**src/rtl/uart_tx_arbiter_pkg.sv**
```systemverilog
// Shared definitions for the UART transmit arbiter.
// Holds the FSM state encoding, default parameters and a sizing helper.
package uart_tx_arbiter_pkg;

    // Sequencer states. The encoding values are fixed so that
    // waveforms and debug dumps read the same across builds.
    typedef enum logic [1:0] {
        ST_IDLE      = 2'd0,
        ST_ISSUE     = 2'd1,
        ST_WAIT_BUSY = 2'd2,
        ST_WAIT_DONE = 2'd3
    } arb_state_t;

    localparam int unsigned DEF_NUM_REQ       = 2;
    localparam int unsigned DEF_START_TIMEOUT = 16;
    localparam int unsigned DEF_CNT_W         = 16;

    // Index width for a set of n items, never narrower than one bit.
    function automatic int unsigned idx_w(input int unsigned n);
        return (n > 1) ? $clog2(n) : 1;
    endfunction

endpackage

```
**src/rtl/uart_tx_arbiter_rr_pick.sv**
```systemverilog
// Combinational round-robin picker.
// Ports: i_req request vector, i_ptr search start index;
//        o_grant one-hot winner, o_idx winner index, o_any any request.
module uart_tx_arbiter_rr_pick
    import uart_tx_arbiter_pkg::*;
#(
    parameter int unsigned N  = DEF_NUM_REQ,
    parameter int unsigned IW = idx_w(N)
) (
    input  logic [N-1:0]  i_req,
    input  logic [IW-1:0] i_ptr,
    output logic [N-1:0]  o_grant,
    output logic [IW-1:0] o_idx,
    output logic          o_any
);

    // Extra bit so ptr+k cannot overflow before the modulo fold.
    localparam logic [IW:0] NV = (IW+1)'(N);

    logic [IW:0] w_pos;

    // Walk the requesters starting at i_ptr; the first hit wins.
    // N need not be a power of two, so the wrap is an explicit fold.
    always_comb begin
        o_grant = '0;
        o_idx   = '0;
        o_any   = 1'b0;
        w_pos   = '0;
        for (int k = 0; k < N; k++) begin
            w_pos = {1'b0, i_ptr} + (IW+1)'(k);
            if (w_pos >= NV) begin
                w_pos = w_pos - NV;
            end
            if (!o_any && i_req[w_pos[IW-1:0]]) begin
                o_any                   = 1'b1;
                o_grant[w_pos[IW-1:0]] = 1'b1;
                o_idx                   = w_pos[IW-1:0];
            end
        end
    end

endmodule

```
**src/rtl/uart_tx_arbiter.sv**
```systemverilog
// Packet-granular round-robin arbiter in front of a single UART transmitter.
// Ports: clk/rst (sync, active-low); req_valid/req_byte/req_last/req_ready
//        per-requester byte streams; transmit/tx_byte/is_transmitting to the
//        UART; grant_id/locked/busy/tx_error/bytes_sent status.
module uart_tx_arbiter
    import uart_tx_arbiter_pkg::*;
#(
    parameter  int unsigned NUM_REQ       = DEF_NUM_REQ,
    parameter  int unsigned START_TIMEOUT = DEF_START_TIMEOUT,
    parameter  int unsigned CNT_W         = DEF_CNT_W,
    localparam int unsigned GW            = idx_w(NUM_REQ)
) (
    input  logic                 clk,
    input  logic                 rst,
    input  logic [NUM_REQ-1:0]   req_valid,
    input  logic [8*NUM_REQ-1:0] req_byte,
    input  logic [NUM_REQ-1:0]   req_last,
    output logic [NUM_REQ-1:0]   req_ready,
    output logic                 transmit,
    output logic [7:0]           tx_byte,
    input  logic                 is_transmitting,
    output logic [GW-1:0]        grant_id,
    output logic                 locked,
    output logic                 busy,
    output logic                 tx_error,
    output logic [CNT_W-1:0]     bytes_sent
);

    localparam int unsigned TW = idx_w(START_TIMEOUT);
    localparam logic [TW-1:0] T_LAST = TW'(START_TIMEOUT - 1);
    localparam logic [GW-1:0] G_LAST = GW'(NUM_REQ - 1);

    arb_state_t       r_state;
    logic             r_transmit;
    logic [7:0]       r_tx_byte;
    logic [GW-1:0]    r_grant_id;
    logic [GW-1:0]    r_rr_ptr;
    logic             r_locked;
    logic             r_tx_error;
    logic [CNT_W-1:0] r_bytes_sent;
    logic [TW-1:0]    r_timer;

    logic [7:0]         w_bytes [NUM_REQ];
    logic [NUM_REQ-1:0] w_pick_grant;
    logic [GW-1:0]      w_pick_idx;
    logic               w_pick_any;
    logic [GW-1:0]      w_win_idx;
    logic               w_win_ok;
    logic [NUM_REQ-1:0] w_ready;
    logic [GW-1:0]      w_next_ptr;

    for (genvar g = 0; g < NUM_REQ; g++) begin : g_unpack
        assign w_bytes[g] = req_byte[8*g +: 8];
    end

    uart_tx_arbiter_rr_pick #(
        .N  (NUM_REQ),
        .IW (GW)
    ) u_pick (
        .i_req   (req_valid),
        .i_ptr   (r_rr_ptr),
        .o_grant (w_pick_grant),
        .o_idx   (w_pick_idx),
        .o_any   (w_pick_any)
    );

    // While a packet is open, r_grant_id doubles as the owner and the
    // picker result is ignored; no other requester can slip in.
    always_comb begin
        w_win_idx = r_locked ? r_grant_id : w_pick_idx;
        w_win_ok  = 1'b0;
        w_ready   = '0;
        if (r_state == ST_IDLE && !is_transmitting) begin
            if (r_locked) begin
                w_win_ok = req_valid[r_grant_id];
                w_ready[r_grant_id] = req_valid[r_grant_id];
            end else begin
                w_win_ok = w_pick_any;
                w_ready  = w_pick_grant;
            end
        end
    end

    assign w_next_ptr = (w_win_idx == G_LAST) ? '0 : w_win_idx + GW'(1);

    always_ff @(posedge clk) begin
        if (!rst) begin
            r_state      <= ST_IDLE;
            r_transmit   <= 1'b0;
            r_tx_byte    <= 8'h00;
            r_grant_id   <= '0;
            r_rr_ptr     <= '0;
            r_locked     <= 1'b0;
            r_tx_error   <= 1'b0;
            r_bytes_sent <= '0;
            r_timer      <= '0;
        end else begin
            r_transmit <= 1'b0;
            unique case (r_state)
                ST_IDLE: begin
                    if (w_win_ok) begin
                        r_tx_byte  <= w_bytes[w_win_idx];
                        r_grant_id <= w_win_idx;
                        r_transmit <= 1'b1;
                        r_state    <= ST_ISSUE;
                        if (req_last[w_win_idx]) begin
                            r_locked <= 1'b0;
                            r_rr_ptr <= w_next_ptr;
                        end else begin
                            r_locked <= 1'b1;
                        end
                    end
                end
                ST_ISSUE: begin
                    r_bytes_sent <= r_bytes_sent + CNT_W'(1);
                    r_timer      <= '0;
                    r_state      <= ST_WAIT_BUSY;
                end
                ST_WAIT_BUSY: begin
                    // A UART that never starts costs the byte but not
                    // the packet: lock and pointer stay as accepted.
                    if (is_transmitting) begin
                        r_state <= ST_WAIT_DONE;
                    end else if (r_timer == T_LAST) begin
                        r_tx_error <= 1'b1;
                        r_state    <= ST_IDLE;
                    end else begin
                        r_timer <= r_timer + TW'(1);
                    end
                end
                ST_WAIT_DONE: begin
                    if (!is_transmitting) begin
                        r_state <= ST_IDLE;
                    end
                end
                default: begin
                    r_state <= ST_IDLE;
                end
            endcase
        end
    end

    assign req_ready  = w_ready;
    assign transmit   = r_transmit;
    assign tx_byte    = r_tx_byte;
    assign grant_id   = r_grant_id;
    assign locked     = r_locked;
    assign busy       = (r_state != ST_IDLE);
    assign tx_error   = r_tx_error;
    assign bytes_sent = r_bytes_sent;

endmodule

```
**config.mk**
```make
export PLATFORM = sky130hd
export DESIGN_NAME = uart_tx_arbiter
export DESIGN_NICKNAME = d
export VERILOG_FILES = /design/src/rtl/uart_tx_arbiter_pkg.sv /design/src/rtl/uart_tx_arbiter_rr_pick.sv /design/src/rtl/uart_tx_arbiter.sv
export SDC_FILE = /design/constraint.sdc
export NUM_CORES = 1
export LEC_CHECK = 0
export BUFFER_PORTS_ARGS = -buffer_cell sky130_fd_sc_hd__buf_4
export CAP_MARGIN = 20
export CELL_PAD_IN_SITES_DETAIL_PLACEMENT = 1
export CELL_PAD_IN_SITES_GLOBAL_PLACEMENT = 1
export CORE_MARGIN = 4
export CORE_UTILIZATION = 36
export DETAILED_ROUTE_END_ITERATION = 10
export PLACE_DENSITY_LB_ADDON = 0.1
export SYNTH_ARGS = -nofsm -noshare
export SYNTH_HDL_FRONTEND = slang
export SYNTH_SLANG_ARGS = --single-unit
```
**constraint.sdc**
```tcl
create_clock -name clk -period 1.9 [get_ports clk]
set_clock_uncertainty 0.15 [all_clocks]
set_input_delay 0.57 -clock clk [delete_from_list [all_inputs] [get_ports clk]]
set_output_delay 0.57 -clock clk [all_outputs]
set_load 0.005 [all_outputs]
```
After elaboration in Yosys (flattened, before gate mapping)
Cells that the tools add are included.
{"block": "totals", "input_bits": 23, "mem_bits_ro": 0, "wordCells": 95, "n_memories": 0, "register_bits": 35, "latchBits": 0, "mem_bits_rw": 0, "out_inout_bits": 31}
{"block": "op_classes", "n_eq_ne": 9, "shifts": 0, "bitwise": 4, "mux": 41, "div": 0, "reduce_logical": 16, "n_lt_le_gt_ge": 10, "n_mul": 0, "addsub": 6}
{"op": "$mux 8", "n": 3}
{"op": "$mux 1", "n": 23}
{"op": "$add 16x1->16 const B", "n": 1}
{"op": "$mux 2", "n": 8}
{"op": "$reduce_and 3->1", "n": 4}
{"op": "$lt 1x2->1 const B", "n": 4}
{"op": "$mux 4", "n": 2}
{"op": "$ne 2x2->1 const B", "n": 4}
{"op": "$pmux 2 s4", "n": 1}
{"op": "$pmux 4 s2", "n": 1}
{"op": "$logic_and 1x1->1", "n": 5}
{"op": "$add 4x1->4 const B", "n": 1}
{"op": "$eq 2x2->1 const B", "n": 2}
{"op": "$eq 4x4->1 const B", "n": 1}
{"op": "$ge 2x2->1 const B", "n": 2}
{"op": "$reduce_and 2->1", "n": 2}
{"op": "$reduce_bool 2->1", "n": 2}
{"op": "$demux 1 s1", "n": 3}
{"op": "$ge 1x1->1 const B", "n": 3}
{"op": "$ne 3x3->1 const B", "n": 1}
{"op": "$add 1x1->2 const B", "n": 1}
{"op": "$and 2x2->2", "n": 1}
{"op": "$eq 2x1->1 const B", "n": 1}
{"op": "$ge 1x2->1 const B", "n": 1}
{"op": "7 further kinds", "n": 9}

Logic depth before layout (Yosys ltp)
Gate-level depths: netlist of the first run.
{"block": "logic_depth", "ltp_word": 13, "mapped_depth": 5, "depth_no_buf": 5}

By module
Synthesis of the first run repeated with hierarchy kept, for this count alone.
{"block": "unflattened", "hier_cells": 189, "hier_area_um2": 1707.9}
{"mod": "uart_tx_arbiter", "area_per_inst_um2": 1675.4, "cells_each": 184, "instances": 1, "seq_area_each_um2": 700.7}
{"mod": "uart_tx_arbiter_rr_pick", "area_per_inst_um2": 32.5, "cells_each": 5, "instances": 1, "seq_area_each_um2": 0.0}

Worst setup path before layout of the first run
No wires, ideal clock.
{"block": "synth_timing", "kind": "input-to-reg", "from": "input req_valid[1]", "to": "register r_state[0]", "path_slack_ps": 209, "t_arrival_ps": 1414, "setup_time_ps": 128, "required_ps": 1622, "path_buffers": 1, "cell_stages": 5, "path_cell_list": "mux2_2 -> o221a_2 -> clkbuf_1 -> a21oi_1 -> nor2_1"}
{"block": "synth_between", "elab_chain_cells": 10, "elab_cells_between_ends": 14, "classes_between": "eq/ne: 1; mux: 10; reduce/logical: 3"}
{"item": "start: declaration", "line": "uart_tx_arbiter.sv:15", "rtl": "input logic [NUM_REQ-1:0] req_valid,"}
{"item": "$mux 1 (implied by the code) (2 in a row)", "line": "uart_tx_arbiter_rr_pick.sv:34", "rtl": "if (!o_any && i_req[w_pos[IW-1:0]]) begin"}
{"item": "$mux 1", "line": "uart_tx_arbiter_rr_pick.sv:34"}
{"item": "$logic_not 1->1", "line": "uart_tx_arbiter_rr_pick.sv:34"}
{"item": "$logic_and 1x1->1", "line": "uart_tx_arbiter_rr_pick.sv:34"}
{"item": "$mux 1", "line": "uart_tx_arbiter_rr_pick.sv:34"}
{"item": "$mux 1 *", "line": "uart_tx_arbiter.sv:74", "rtl": "if (r_locked) begin"}
{"item": "$mux 1 *", "line": "uart_tx_arbiter.sv:73", "rtl": "if (r_state == ST_IDLE && !is_transmitting) begin"}
{"item": "$ne 2x2->1 (no line) *"}
{"item": "$reduce_and 3->1 (no line) *"}
{"item": "end signal: assignment", "line": "uart_tx_arbiter.sv:88", "rtl": "r_state <= ST_IDLE;"}
{"item": "end signal: assignment", "line": "uart_tx_arbiter.sv:105", "rtl": "r_state <= ST_ISSUE;"}
{"item": "end signal: assignment", "line": "uart_tx_arbiter.sv:117", "rtl": "r_state <= ST_WAIT_BUSY;"}
{"item": "end: declaration", "line": "uart_tx_arbiter.sv:33", "rtl": "arb_state_t r_state;"}
Every way passes the cells marked *; elsewhere a longest branch is shown, timed or not. The select of a mux whose other input is x is not followed.
A chain may end at the register's enable or synchronous reset.

Worst setup path after layout of the first run
{"block": "layout_timing", "from": "input is_transmitting", "to": "output req_ready[0]"}
{"block": "layout_between", "elab_chain_cells": 3}
{"item": "start: declaration", "line": "uart_tx_arbiter.sv:21", "rtl": "input logic is_transmitting,"}
{"item": "$logic_not 1->1"}
{"item": "$logic_and 1x1->1", "line": "uart_tx_arbiter.sv:73"}
{"item": "$mux 2", "line": "uart_tx_arbiter.sv:73"}
{"item": "end: declaration", "line": "uart_tx_arbiter.sv:18", "rtl": "output logic [NUM_REQ-1:0] req_ready,"}
Every way passes these cells.

==> summary.md, run 1 <==
| Metric | Value |
|---|---|
| Status | `finished, violations left` |
| Failing checks | `setup timing` |
| Startpoint class of the critical path | `input pin` |
| Cell Area, Synth | `1600 um2` |
| Clock Sinks | `35` |
| NumNets Final | `273` |
| H-tree level count | `2` |
| Max-slew violations | `0` |
| #FFs+latches synth | `35` |
| Adder-cell share of the synthesized area | `1.56%` |
| I/O pin count | `54` |
| CP cell instances | `buf_8 > nor3_4 > and4_4 > buf_6` |
| # DRC | `0` |
| PortBufs | `53` |
| Tmin final | `1.92 ns` |
| Core ar. | `4140 um2` |
| Vias in the first global route | `1620` |
| Initial antenna violation count | `0` |
| Synth Area in XOR/XNOR | `6.57%` |
| Cells after Synth | `181` |
| Gr ovfl total | `0` |
| Synth top cells by count | `dfxtp_1, nor2_1, nand2_1` |
| Avg Inst Size Synth | `8.83 um2` |
| Critical path peak fanout | `3` |
| Cell Rows | `23` |
| Yosys top cell by area | `dfxtp_1` |
| Root Driver | `clkbuf_8` |
| Chip Height | `74.6 um` |
| Distinct cell type count after synthesis | `38` |
| Int Pwr | `1.36 mW` |
| Pleak | `1.07 nW` |
| Post-synthesis mux area share | `8.92%` |
| Achievable frequency | `521 MHz` |
| HP Class | `flip-flop to flip-flop` |
| NetSw | `0.426 mW` |
| Starting Density | `38.6%` |
| DR WL/cell | `15.2 um` |
| Flop pwr share | `45.0%` |
| Post-Syn Nets | `206` |
| Global-route wire length before repair | `7.51 mm` |
| Max-slew headroom | `72.6%` |
| Most frequent cell after synthesis | `dfxtp_1` |
| Total of max-cap violations | `0` |
| RR Startpoint | `grant_id$_SDFFE_PN0P_` |
| First-pass iteration count of the detailed router | `4` |
| Setup ws final | `-0.0179 ns` |
| Final wirelength | `4.53 mm` |
| Endpoint class of the critical path | `output port` |
| Final Cycle Share | `101%` |
| Area contributors post-synth | `dfxtp_1, mux2i_1, nor2_1, xor2_1, a21oi_1` |
| EDFF count, synth | `0` |
| Fraction of layout cells with a size suffix above 1 | `36.1%` |
| Cts bufs inserted | `5` |
| CP Class | `input pin to output port` |
| Crit path launch | `is_transmitting` |
| GRT Overall Usage | `17.3%` |
| PD cells | `774 nW/um2` |
| Power share of the combinational group | `16.2%` |
| Peak supply drop | `361 uV` |
| CTS Buffer Depth | `2` |
| Slew @ Worst Pin | `0.407 ns` |
| Crit path DAT | `1.20 ns` |
| Slowest stage delay, CP | `0.25 ns` |
| Synthesis-to-layout area growth | `44.6%` |
| WP data required | `1.18 ns` |
| Synth top area share | `43.8%` |
| Antenna Nets Post-Route | `0` |
| Pin count of the biggest net entering global routing | `20` |
| Seq/Total Area, Yosys | `43.8%` |
| Antenna cells | `0` |
| Post-Layout Cell Count | `299` |
| DRT iter0 DRCs | `36` |
| Ys async rst share | `0%` |
| Worst-skew pair later-pin latency | `0.29 ns` |
| Clock power share | `38.8%` |
| Die width | `74.6 um` |
| Clk slew on worst S/H paths | `0.07 ns` |
| Overall Power | `1.79 mW` |
| Post-Synth Simple-Gate Area | `26.1%` |
| Inst Count DP | `286` |
| Fin. Hold Viols | `0` |
| Vias | `1548` |
| DIE AREA | `5570 um2` |
| Final setup fails | `2` |
| HP Start | `bytes_sent[15]$_SDFFE_PN0N_` |
| Largest family of logic cells by synthesized area | `simple AND/OR/NAND/NOR gates` |
| Ys flop type | `dfxtp_1` |
| Worst path slowest cell | `and4_4` |
| TritonCTS clock tree | `built` |
| Compound-Gate Fraction of Synth Area | `10.5%` |
| Detailed placer's ending HPWL | `3.43 mm` |
| Sw frac | `23.8%` |
| RSZ-0062 raised after global routing | `yes` |
| Via/cell ratio | `5.18` |
| Yosys warns | `0` |
| Final RePlAce weighted congestion | `0.755` |
-- path summary, 6_finish.rpt --
| kind | slack [ns] | depth (start not counted) | endpoint |
|---|---|---|---|
| hold reg to reg | 0.34 | 2 | bytes_sent[15]$_SDFFE_PN0N_ |
| setup reg to reg | 0.19 | 5 | tx_byte[5]$_SDFFE_PN0P_ |
| setup / recovery | -0.02 | 4 | req_ready[0] |
| hold / removal | 0.34 | 2 | bytes_sent[15]$_SDFFE_PN0N_ |
-- cell families after synthesis --
| group | after synthesis |
|---|---|
| muxes | 14 |
| xor gates and xnor gates | 12 |
| buffers and inverters | 10 |
| and+or+nand+nor | 78 |
| AOI/OAI and AO/OA | 30 |
| adders and majority gates | 2 |
| DFF | 35 |
-- per-stage QoR --
stage / worst slack (ns) / util (%) / hold WS (ns) / area (um2) / setup TNS, ns
finish: -0.0179 / 55.8 / 0.337 / 2310 / -0.0290
global route: -0.0604 / 55.8 / 0.375 / 2310 / -0.137
CTS: -0.0311 / 54.7 / 0.349 / 2270 / -0.0311
floorplan: 0.209 / - / 0.299 / 1600 / 0
global placement: -0.0331 / 50.9 / 0.309 / 2110 / -0.0331
detailed placement: -0.0740 / 50.9 / 0.336 / 2110 / -0.266
-- final cells by class --
class | instances | area [um2]
clock buffer | 6 | 82.6
clock inverter | 2 | 35.0
fill | 504 | 1830
inverter | 3 | 11.3
multi-input combinational | 136 | 876
sequential | 35 | 714
tap | 50 | 62.6
timing repair buffer | 67 | 531
-- what timing repair did --
item	in CTS	in global routing
gates cloned	0	0
resized for setup	11	7
pin swaps	4	4
endpoints found under the setup margin	3	3
hold buffers	0	0
buffers inserted	1	4
-- registers in the layout, summed over array words and instances (netlist names) --
| name | flops |
|---|---|
| bytes_sent | 16 |
| tx_byte | 8 |
| r_rr_ptr | 1 |
| r_state | 2 |
| grant_id | 1 |
| locked | 1 |
| r_timer | 4 |
| tx_error | 1 |
| transmit | 1 |
-- layer usage --
metal	part of all wire, %	GRT usage (%)
met4	1.3	5.34
met1	41	20.2
met3	4.1	4.67
met2	53	30.9
met5	0	0
-- worst max-delay path: cells and delay by family --
| kind | cells | cell delay (ns) |
|---|---|---|
| and+or+nand+nor | 2 | 0.43 |
| buffers and inverters | 2 | 0.19 |
-- layout by cell type (no fill, tap or decap), drive strengths merged, types with 4 or more instances in the layout --
master  count
nor3        5
a21oi      12
nor2       19
o21ai      12
mux2i      12
clkbuf      6
nand4       5
and3        6
nand2      14
buf        67
nand2b      4
nand3      10
dfxtp      35
xor2        7
xnor2       5
-- power by group through the flow --
stage               logic [mW]  registers [mW]  clock network (mW)
floorplan                0.123           0.813                   0
global placement         0.254           0.818                   0
detailed placement       0.267           0.820                   0
CTS                      0.275           0.807               0.715
global route             0.320           0.813               0.746
finish                   0.290           0.806               0.694
Note: power is estimated with default switching activity, not from simulation.
==> inputs of run 2 (changes only) <==
--- a/config.mk
+++ b/config.mk
@@ -13,6 +13,7 @@
 export CORE_UTILIZATION = 36
 export DETAILED_ROUTE_END_ITERATION = 10
 export PLACE_DENSITY_LB_ADDON = 0.1
+export SETUP_SLACK_MARGIN = 0.05
 export SYNTH_ARGS = -nofsm -noshare
 export SYNTH_HDL_FRONTEND = slang
 export SYNTH_SLANG_ARGS = --single-unit
==> run 2 against run 1 <==
Against the previous run:
- the run still ends with setup timing left
- non-clock buffer count shrank 2
- sequential share of layout area grew 0.11 points
- sequential power is essentially flat
- power shrank 0.30%
- register-to-register slack gained 0.02 ns
- global-route usage grew 0.083 points
- final cell count shrank 0.67%
==> summary.md, run 2 (synthesized netlist as in run 1, its figures left out) <==
| Metric | Value |
|---|---|
| Root Driver | `clkbuf_8` |
| PortBufs | `53` |
| WP data required | `1.18 ns` |
| Worst-skew pair later-pin latency | `0.29 ns` |
| Cts bufs inserted | `5` |
| Overall Power | `1.79 mW` |
| Place WS | `-0.0740 ns` |
| CP cell instances | `nor3_4 > and4_4 > buf_6` |
| First-pass iteration count of the detailed router | `3` |
| Failing checks | `setup timing` |
| Cts hold-fix bufs | `0` |
| Antenna Nets Post-Route | `0` |
| Met2 routed WL | `2.35 mm` |
| Slew @ Worst Pin | `0.407 ns` |
| Pin count of the biggest net entering global routing | `20` |
| Setup ws final | `-0.0244 ns` |
| DIE AREA | `5570 um2` |
| Global-route wire length before repair | `7.51 mm` |
| DRT iter0 DRCs | `34` |
| Detailed placer's ending HPWL | `3.43 mm` |
| Final wirelength | `4.50 mm` |
| Area after DPL | `2110 um2` |
| Starting Density | `38.6%` |
| Finished Cell Area | `2300 um2` |
| CP Class | `flip-flop to output port` |
| Chip Height | `74.6 um` |
| Startpoint class of the critical path | `flip-flop` |
| Max FFs per register | `16` |
| Max-slew headroom | `72.6%` |
| Pleak | `1.06 nW` |
| # DRC | `0` |
| Final Cycle Share | `101%` |
| RSZ-0062 raised after global routing | `yes` |
| Inst Count DP | `286` |
| Synthesis-to-layout area growth | `43.6%` |
| Post-Layout Cell Count | `297` |
| R2R cell count | `5` |
| Die width | `74.6 um` |
| Top Metal Used | `met4` |
| I/O pin count | `54` |
| Crit path DAT | `1.20 ns` |
| Fillers | `500` |
| Peak supply drop | `364 uV` |
| Largest delay contributor family on the critical path | `simple AND/OR/NAND/NOR gates` |
| Critical path peak fanout | `5` |
| Final RePlAce weighted congestion | `0.755` |
| Status | `finished, violations left` |
| R2r setup slk | `0.21 ns` |
| Final setup fails | `2` |
| WP buf/inv | `1` |
| Critical R2R Capture | `tx_byte[5]$_SDFFE_PN0P_` |
| RR Startpoint | `grant_id$_SDFFE_PN0P_` |
| Worst path slowest cell | `dfxtp_4` |
| Met1 wire length | `1.88 mm` |
| Cell Rows | `23` |
| Fraction of layout cells with a size suffix above 1 | `35.2%` |
| H-tree level count | `2` |
| Hold Crit Depth | `2` |
| Antenna cells | `0` |
| CTS Buffer Depth | `2` |
| TritonCTS clock tree | `built` |
| Commonest cells after routing, fill and taps aside | `buf_4, dfxtp_1, nor2_1` |
| HP Class | `flip-flop to flip-flop` |
| Core ar. | `4140 um2` |
| Total of max-cap violations | `0` |
| Clock Sinks | `35` |
| DR WL/cell | `15.2 um` |
| Worst Hold End | `bytes_sent[15]$_SDFFE_PN0N_` |
| Leading cell type in the layout, fill and taps excluded | `buf_4` |
| Achievable frequency | `520 MHz` |
| NumNets Final | `271` |
| Vias | `1544` |
| Crit path launch | `r_state[0]$_SDFFE_PN0P_` |
| HP Start | `bytes_sent[15]$_SDFFE_PN0N_` |
| Clk slew on worst S/H paths | `0.07 ns` |
| Initial antenna violation count | `0` |
| Tmin final | `1.92 ns` |
| Max-slew violations | `0` |
| Slowest stage delay, CP | `0.37 ns` |
| Via/cell ratio | `5.20` |
| Met3 WL | `195 um` |
| GRT Overall Usage | `17.4%` |
| Area of the multi-input gates | `873 um2` |
| PD cells | `778 nW/um2` |
| Gr ovfl total | `0` |
| Endpoint class of the critical path | `output port` |
| Fin. Hold Viols | `0` |
| Register area | `712 um2` |
| Vias in the first global route | `1636` |
## run 2: changes by cell type in the layout (fill, tap and decap cells not counted), sizes merged
cell | before | now
buf | 67 | 65
## run 2: layer usage
layer | GRT usage [%] | vias up
met4 | 7.11 | 0
met2 | 31.3 | 32
met1 | 19.9 | 741
li1 | - | 763
met5 | 0 | -
met3 | 3.87 | 8
## run 2: repair_timing
action	CTS	global route
pin swaps	4	3
endpoints found under the setup margin	3	3
buffers inserted	2	1
resized for setup	13	4
hold endpoints to repair	0	0
## run 2: area by class of cell
type / count / area share (%)
clock inverter: 2 / 1.53
inverter: 3 / 0.490
multi-input combinational: 136 / 38.0
clock buffer: 6 / 3.60
sequential: 35 / 31.0
timing repair buffer: 65 / 22.6
tap: 50 / 2.72
## run 2: worst max-delay path by stage
stage / slack [ns] / endpoint / depth (start not counted)
3_3_place_gp: -0.03 / req_ready[1] / 5
4_1_cts: -0.03 / req_ready[0] / 4
6_report: -0.02 / req_ready[0] / 3
5_1_grt: -0.07 / req_ready[0] / 3
3_5_place_dp: -0.07 / tx_byte[5]$_SDFFE_PN0P_ / 6
2_1_floorplan: 0.21 / r_state[0]$_SDFFE_PN0P_ / 5
## run 2: worst register-to-register path, cell delays in order, from the launching register on
cell,delay [ns]
dfxtp_2,0.37
mux2_2,0.34
o221a_2,0.31
buf_12,0.17
o21ai_0,0.19
a21oi_1,0.06
## run 2: power breakdown
group	total (mW)	switching, mW	leakage [nW]	internal, mW
clock	0.696	0.272	0.0612	0.424
sequential	0.806	0.0346	0.287	0.772
combinational	0.283	0.119	0.709	0.164
## run 2: through the flow
| step | util (%) | hold slack (ns) | TNS, ns |
|---|---|---|---|
| floorplan | - | 0.299 | 0 |
| global placement | 50.9 | 0.309 | -0.0331 |
| detailed placement | 50.9 | 0.336 | -0.266 |
| CTS | 55.0 | 0.349 | -0.0311 |
| global route | 55.4 | 0.375 | -0.178 |
| finish | 55.4 | 0.337 | -0.0454 |
